File: config.mk
export PLATFORM = sky130hd
export DESIGN_NAME = timer_multi
export DESIGN_NICKNAME = d
export VERILOG_FILES = /design/src/rtl/timer_multi.sv
export SDC_FILE = /design/constraint.sdc
export NUM_CORES = 2
export LEC_CHECK = 0
export CAP_MARGIN = 40
export CORE_AREA = 2 2 318 320
export CTS_CLUSTER_SIZE = 28
export DETAILED_ROUTE_END_ITERATION = 16
export DIE_AREA = 0 0 320 322
export SLEW_MARGIN = 20
export SYNTH_ARGS = -nofsm -noshare
export SYNTH_HDL_FRONTEND = slang
export SYNTH_SLANG_ARGS = --single-unit
File: constraint.sdc
create_clock -name clk_i -period 4.7 [get_ports clk_i]
set_input_delay 0.94 -clock clk_i [delete_from_list [all_inputs] [get_ports clk_i]]
set_output_delay 0.94 -clock clk_i [all_outputs]
set_load 0.01 [all_outputs]
File: src/rtl/timer_multi.sv
// timer_multi: memory-mapped 64-bit machine timer with prescaler and NumCmp compare channels.
// Ports:
//   clk_i, rst_ni             clock, asynchronous active-low reset
//   timer_req_i               one-cycle bus request (window decoded externally)
//   timer_addr_i              byte address, only [9:0] decoded
//   timer_we_i / timer_be_i   write flag and byte enables
//   timer_wdata_i             write data
//   timer_rvalid_o            response valid one cycle after each request
//   timer_rdata_o             read data, 0 on writes and errors
//   timer_err_o               access error, qualified by rvalid
//   timer_intr_o              OR of enabled pending channel interrupts
//   timer_chan_intr_o         per-channel enabled pending interrupts
module timer_multi #(
    parameter int DataWidth     = 32,
    parameter int AddressWidth  = 32,
    parameter int NumCmp        = 4,
    parameter int PrescaleWidth = 16
) (
    input  logic                    clk_i,
    input  logic                    rst_ni,
    input  logic                    timer_req_i,
    input  logic [AddressWidth-1:0] timer_addr_i,
    input  logic                    timer_we_i,
    input  logic [DataWidth/8-1:0]  timer_be_i,
    input  logic [DataWidth-1:0]    timer_wdata_i,
    output logic                    timer_rvalid_o,
    output logic [DataWidth-1:0]    timer_rdata_o,
    output logic                    timer_err_o,
    output logic                    timer_intr_o,
    output logic [NumCmp-1:0]       timer_chan_intr_o
);
    if (DataWidth != 32) begin : g_bad_data_width
        $error("timer_multi: DataWidth must be 32");
    end
    if (NumCmp < 1 || NumCmp > 8) begin : g_bad_num_cmp
        $error("timer_multi: NumCmp must be 1..8");
    end
    if (PrescaleWidth < 1 || PrescaleWidth > 32) begin : g_bad_prescale_width
        $error("timer_multi: PrescaleWidth must be 1..32");
    end

    function automatic logic [31:0] merge(input logic [31:0] q, input logic [31:0] d, input logic [31:0] m);
        return (q & ~m) | (d & m);
    endfunction

    logic [63:0]              r_mtime;
    logic                     r_enable;
    logic [PrescaleWidth-1:0] r_prescale;
    logic [PrescaleWidth-1:0] r_pcnt;
    logic [NumCmp-1:0]        r_intr_state;
    logic [NumCmp-1:0]        r_intr_enable;
    logic [63:0]              r_cmp [NumCmp];
    logic [31:0]              r_period [NumCmp];
    logic [NumCmp-1:0]        r_periodic;
    logic                     r_rvalid;
    logic [31:0]              r_rdata;
    logic                     r_err;

    logic [9:0]               w_addr;
    logic                     w_addr_unused;
    logic [2:0]               w_sel;
    logic [31:0]              w_bm;
    logic                     w_glb;
    logic                     w_chn;
    logic                     w_valid;
    logic                     w_wr;
    logic [5:0]               w_wr_glb;
    logic [NumCmp-1:0]        w_hit;
    logic [NumCmp-1:0]        w_match;
    logic [NumCmp-1:0]        w_cmp_wr;
    logic [NumCmp-1:0]        w_w1c;
    logic [NumCmp-1:0]        w_state_d;
    logic [31:0]              w_glb_rd;
    logic [31:0]              w_chn_rd;
    logic                     w_tick;
    logic [63:0]              w_mtime_base;
    logic [63:0]              w_mtime_d;
    logic [PrescaleWidth-1:0] w_pcnt_d;

    assign w_addr        = timer_addr_i[9:0];
    assign w_addr_unused = ^timer_addr_i[AddressWidth-1:10];
    assign w_sel         = w_addr[4:2];
    assign w_bm          = {{8{timer_be_i[3]}}, {8{timer_be_i[2]}}, {8{timer_be_i[1]}}, {8{timer_be_i[0]}}};
    assign w_glb         = (w_addr[9:5] == 5'd0) && (w_addr[1:0] == 2'd0) && (w_sel <= 3'd5);
    assign w_chn         = (|w_hit) && (w_addr[1:0] == 2'd0);
    assign w_valid       = w_glb | w_chn;
    assign w_wr          = timer_req_i & timer_we_i & w_valid;

    always_comb begin
        w_chn_rd = '0;
        for (int n = 0; n < NumCmp; n++) begin
            w_hit[n]   = (w_addr[9:8] == 2'b01) && (w_addr[7:4] == 4'(n));
            w_match[n] = r_mtime >= r_cmp[n];
            if (w_hit[n])
                w_chn_rd = w_addr[3:2] == 2'd0 ? r_cmp[n][31:0] :
                           w_addr[3:2] == 2'd1 ? r_cmp[n][63:32] :
                           w_addr[3:2] == 2'd2 ? {31'd0, r_periodic[n]} : r_period[n];
        end
    end

    always_comb begin
        w_wr_glb = '0;
        w_cmp_wr = '0;
        for (int k = 0; k < 6; k++) w_wr_glb[k] = w_wr & w_glb & (w_sel == 3'(k));
        for (int n = 0; n < NumCmp; n++) w_cmp_wr[n] = w_wr & w_hit[n] & ~w_addr[3];
    end

    assign w_glb_rd = w_sel == 3'd0 ? r_mtime[31:0] :
                      w_sel == 3'd1 ? r_mtime[63:32] :
                      w_sel == 3'd2 ? {31'd0, r_enable} :
                      w_sel == 3'd3 ? 32'(r_prescale) :
                      w_sel == 3'd4 ? 32'(r_intr_state) : 32'(r_intr_enable);

    assign w_tick       = r_enable & (r_pcnt == r_prescale);
    assign w_mtime_base = w_tick ? r_mtime + 64'd1 : r_mtime;
    // The written half takes the bus value untouched; the other half still advances, carry included.
    assign w_mtime_d    = w_wr_glb[0] ? {w_mtime_base[63:32], merge(r_mtime[31:0], timer_wdata_i, w_bm)} :
                          w_wr_glb[1] ? {merge(r_mtime[63:32], timer_wdata_i, w_bm), w_mtime_base[31:0]} :
                          w_mtime_base;
    // A lowered limit can strand pcnt above it; restart from 0 without ticking.
    assign w_pcnt_d     = w_wr_glb[3] ? '0 :
                          !r_enable ? r_pcnt :
                          (w_tick || r_pcnt > r_prescale) ? '0 : r_pcnt + PrescaleWidth'(1);
    assign w_w1c        = w_wr_glb[4] ? NumCmp'(timer_wdata_i & w_bm) : '0;
    // Match wins over W1C, but a CMP write both clears and masks that cycle's match.
    assign w_state_d    = ((r_intr_state & ~w_w1c) | w_match) & ~w_cmp_wr;

    always_ff @(posedge clk_i or negedge rst_ni) begin
        if (!rst_ni) begin
            r_mtime       <= '0;
            r_enable      <= 1'b1;
            r_prescale    <= '0;
            r_pcnt        <= '0;
            r_intr_state  <= '0;
            r_intr_enable <= '0;
            r_periodic    <= '0;
            r_rvalid      <= 1'b0;
            r_rdata       <= '0;
            r_err         <= 1'b0;
            for (int n = 0; n < NumCmp; n++) begin
                r_cmp[n]    <= '1;
                r_period[n] <= '0;
            end
        end else begin
            r_rvalid     <= timer_req_i;
            if (timer_req_i) begin
                r_rdata <= (timer_we_i || !w_valid) ? '0 : (w_glb ? w_glb_rd : w_chn_rd);
                r_err   <= ~w_valid;
            end
            r_mtime      <= w_mtime_d;
            r_pcnt       <= w_pcnt_d;
            r_intr_state <= w_state_d;
            if (w_wr_glb[2] && timer_be_i[0]) r_enable <= timer_wdata_i[0];
            if (w_wr_glb[3]) r_prescale <= PrescaleWidth'(merge(32'(r_prescale), timer_wdata_i, w_bm));
            if (w_wr_glb[5]) r_intr_enable <= NumCmp'(merge(32'(r_intr_enable), timer_wdata_i, w_bm));
            for (int n = 0; n < NumCmp; n++) begin
                // A bus write to CMP takes priority over a same-cycle periodic reload.
                if (w_cmp_wr[n])
                    r_cmp[n] <= w_addr[2] ? {merge(r_cmp[n][63:32], timer_wdata_i, w_bm), r_cmp[n][31:0]}
                                          : {r_cmp[n][63:32], merge(r_cmp[n][31:0], timer_wdata_i, w_bm)};
                else if (r_periodic[n] && w_match[n])
                    r_cmp[n] <= r_cmp[n] + {32'd0, r_period[n]};
                if (w_wr && w_hit[n] && w_addr[3:2] == 2'd2 && timer_be_i[0]) r_periodic[n] <= timer_wdata_i[0];
                if (w_wr && w_hit[n] && w_addr[3:2] == 2'd3) r_period[n] <= merge(r_period[n], timer_wdata_i, w_bm);
            end
        end
    end

    assign timer_rvalid_o    = r_rvalid;
    assign timer_rdata_o     = r_rdata;
    assign timer_err_o       = r_err;
    assign timer_chan_intr_o = r_intr_state & r_intr_enable;
    assign timer_intr_o      = |timer_chan_intr_o;
endmodule

==> impl_metrics.tcl <==
set metrics [dict create \
    status "finished, final reports clean" \
    post_synth_instance_area_sq_mm 0.04438 \
    synth.lib_cells_used.distinct 100 \
    pin_count 111 \
    grt_max_degree 80 \
    drcViolationCount 0 \
    power_density_mw_per_mm2 222.1 \
    swShare_pct 26.71 \
    drt-vias-per-instance 6.607 \
    min-delay-path-class "in2async" \
    postSynthRegisterBits 527 \
    cts_htree_levels 3 \
    post_cts.resized_instances 0 \
    hold_violations 0 \
    root_buffer "sky130_fd_sc_hd__clkbuf_16" \
    antenna_violations_before_repair 10 \
    post-synth-top-area-cell "sky130_fd_sc_hd__dfrtp_1" \
    ctsHoldBuffers 0 \
    syn-num-nets 5835 \
    timing.final.setup_violations 0 \
    placeableCoreArea_sq_mm 0.09957 \
    timing.critical_path.slowest_cell_delay_ps 560 \
    worstPathRequired_ps 5250 \
    netlist_top_cells_count "sky130_fd_sc_hd__nor2_1 (527), sky130_fd_sc_hd__a21oi_1 (458), sky130_fd_sc_hd__nand2_1 (458)" \
    worst-setup-path-type "reg2reg" \
    power_report.internal_total_mw 8.297 \
    via_count_of_the_first_global_routing_pass 43237 \
    multi_input_area_sq_mm 0.02848 \
    worst_pin_slew_ps 1011 \
    ys.flop_type "sky130_fd_sc_hd__dfrtp_1" \
    first_pass_grt_wire_length_mm 298.2 \
    setup_repair_after_global_routing_missed_its_margin "false" \
    total_via_count_after_detailed_routing 45674 \
    clockBufferDepth 3 \
    timing.max_cap.violations 0 \
    layout-drive-gt1-share_pct 16.28 \
    post-cts-setup-buffers 0 \
    power_frac_clock_pct 51.8 \
    ys_seq_area_share_pct 30.44 \
    core.rowCount 116 \
    clock.fmax_ghz 0.2344 \
    async_flop_share_pct 100.0 \
    drt_iter0_drc 5209 \
    grt_overall_usage_pct 39.39 \
    die_width_um 320 \
    place_congestion 1.011 \
    fin_crit_sh_pct 90.77 \
    crit_path_max_fanout 8 \
    yosysMostFrequentCell "sky130_fd_sc_hd__nor2_1" \
    place_inst 6776 \
    ir_worst_vdd_mv 0.2217 \
    floorplan.initialDensity_pct 44.57 \
    yosysWarnings 0 \
    regArea_sq_mm 0.01351 \
    number_of_standard_cells_in_the_final_layout_excluding_fillers 6913 \
    synth_enable_flop_cells 0 \
    post_synth.cell_area_avg_sq_um 8.285 \
    yosys-top-cells-area "sky130_fd_sc_hd__dfrtp_1 (15%), sky130_fd_sc_hd__dfstp_2 (15%), sky130_fd_sc_hd__ha_1 (11%)" \
    fraction_of_power_consumed_by_combinational_cells_pct 7.7 \
    dpl_cell_area_sq_mm 0.04852 \
    skew_ps 29.51 \
    power_frac_seq_pct 40.5 \
    p_total_mw 11.32 \
    p_leak_nw 22.81 \
    wl_per_cell_um 29.96 \
    clock_sinks 527 \
    area_share_of_the_largest_cell_type_after_synthesis_pct 15.22 \
    finalNetCount 6030 \
    wirelength_mm 207.1 \
    p_sw_mw 3.023 \
    synth_cells 5357 \
    timing_max_transition_violations_final 0 \
    overflow 0 \
    cp_top_family "simple AND/OR/NAND/NOR gates" \
    die_h_um 322 \
    period_minus_slack_ps 4266 \
    io_buffer_count 88 \
    cts.reportedPaths.clkPinSlew_ps 60 \
    worst_setup_path_end_kind "flop" \
    worst_hold_slack_ps 288.9 \
    hpwlAfterDp_mm 162.9 \
    crit_chain "ha_1 -> inv_1 -> fa_1 -> nand2b_1 -> a21oi_1 -> o2111a_1 -> o31ai_1 -> a21boi_1 -> a221oi_2 -> buf_4 -> nor4_4 -> nand3_1 -> and3_1 -> or3_1" \
    start_kind "flop" \
    floorplan.die_area_sq_mm 0.1030 \
    finalInstanceArea_sq_mm 0.05097 \
    tritoncts "yes" \
    tritoncts.num_buffers 70 \
    ant_nets 0 \
    worst_ep_arrival_time_ps 4820 \
    totalNegativeSetupSlack_ps 0 \
    num-fill-cells 9657 \
    drt_pre_antenna_iters 7 \
    max-slew-margin-rel_pct 32.16 \
    path_buf_inv 2 \
    clock_latency_ps 660 \
    area_growth_pct 14.84 \
    critical_path.slowest_cell "sky130_fd_sc_hd__dfstp_2" \
]
-- worst paths after layout --
kind	start	end	cells past startpoint	slack (ps)
min in group clk_i	r_cmp[64]$_DFFE_PN1P_	r_cmp[64]$_DFFE_PN1P_	2	480
hold reg to reg	r_cmp[64]$_DFFE_PN1P_	r_cmp[64]$_DFFE_PN1P_	2	480
setup / recovery	r_cmp[128]$_DFFE_PN1P_	r_cmp[188]$_DFFE_PN1P_	14	430
hold / removal	rst_ni	asynchronous set/reset pin	1	290
setup reg to reg	r_cmp[128]$_DFFE_PN1P_	r_cmp[188]$_DFFE_PN1P_	14	430
max in group asynchronous	rst_ni	r_cmp[180]$_DFFE_PN1P_	2	3230
-- power groups by stage --
| stage | combinational [mW] | sequential [mW] | clock [mW] |
|---|---|---|---|
| after floorplan | 0.332 | 4.64 | 0 |
| after global placement | 0.814 | 4.65 | 0 |
| after detailed placement | 0.834 | 4.65 | 0 |
| after CTS | 0.836 | 4.58 | 5.91 |
| after global routing | 0.900 | 4.58 | 6.09 |
| final | 0.872 | 4.58 | 5.87 |
-- cells by family after synthesis --
kind of cell	share of synthesized area (%)
compound gates	23.93
simple gates	18.28
flops	30.44
buf+inv	5.545
fa+ha+maj	11.51
mux	7.866
xor+xnor	2.427
-- area by class of cell --
class,instances,share of cell area [%]
flip-flops and latches,527,26.51
inverters,358,2.637
clock buffers,101,3.906
multi-input cells,4188,55.87
repair buffers,407,7.031
well taps,1298,3.187
clock inverters,28,0.8298
diodes,6,0.02946
-- cells in the final DEF, fill, tap and decap left out, drive strengths merged, types with 189 or more instances in the layout --
cell type,synthesis,routed
inv,358,361
dfrtp,270,270
nand2,458,458
o21ai,335,335
nand3,189,189
nor2,532,532
a21oi,459,459
ha,402,402
buf,63,326
dfstp,257,257
-- routing by layer --
metal  routed length (um)  vias up  GRT usage (%)
li1                     -    20202              -
met1                83180    22469          51.94
met2                91620     2507          61.61
met3                21420      492          8.350
met4                10870        4          18.53
met5                   35        -              0
-- stage by stage --
stage	setup slack [ps]	utilization, %
final	434.0	51.19
after floorplan	1209	-
after detailed placement	303.6	48.73
after CTS	411.2	51.15
after global routing	259.9	51.17
after global placement	327.8	48.51
-- worst reg2reg max path: cells and delay by family, from the launching register on --
| family | cells | cell delay [ps] |
|---|---|---|
| fa+ha+maj | 2 | 600 |
| simple gates | 5 | 1400 |
| flops | 1 | 560 |
| compound gates | 5 | 1340 |
| buf+inv | 2 | 270 |
Note: power is estimated with default switching activity, not from simulation.
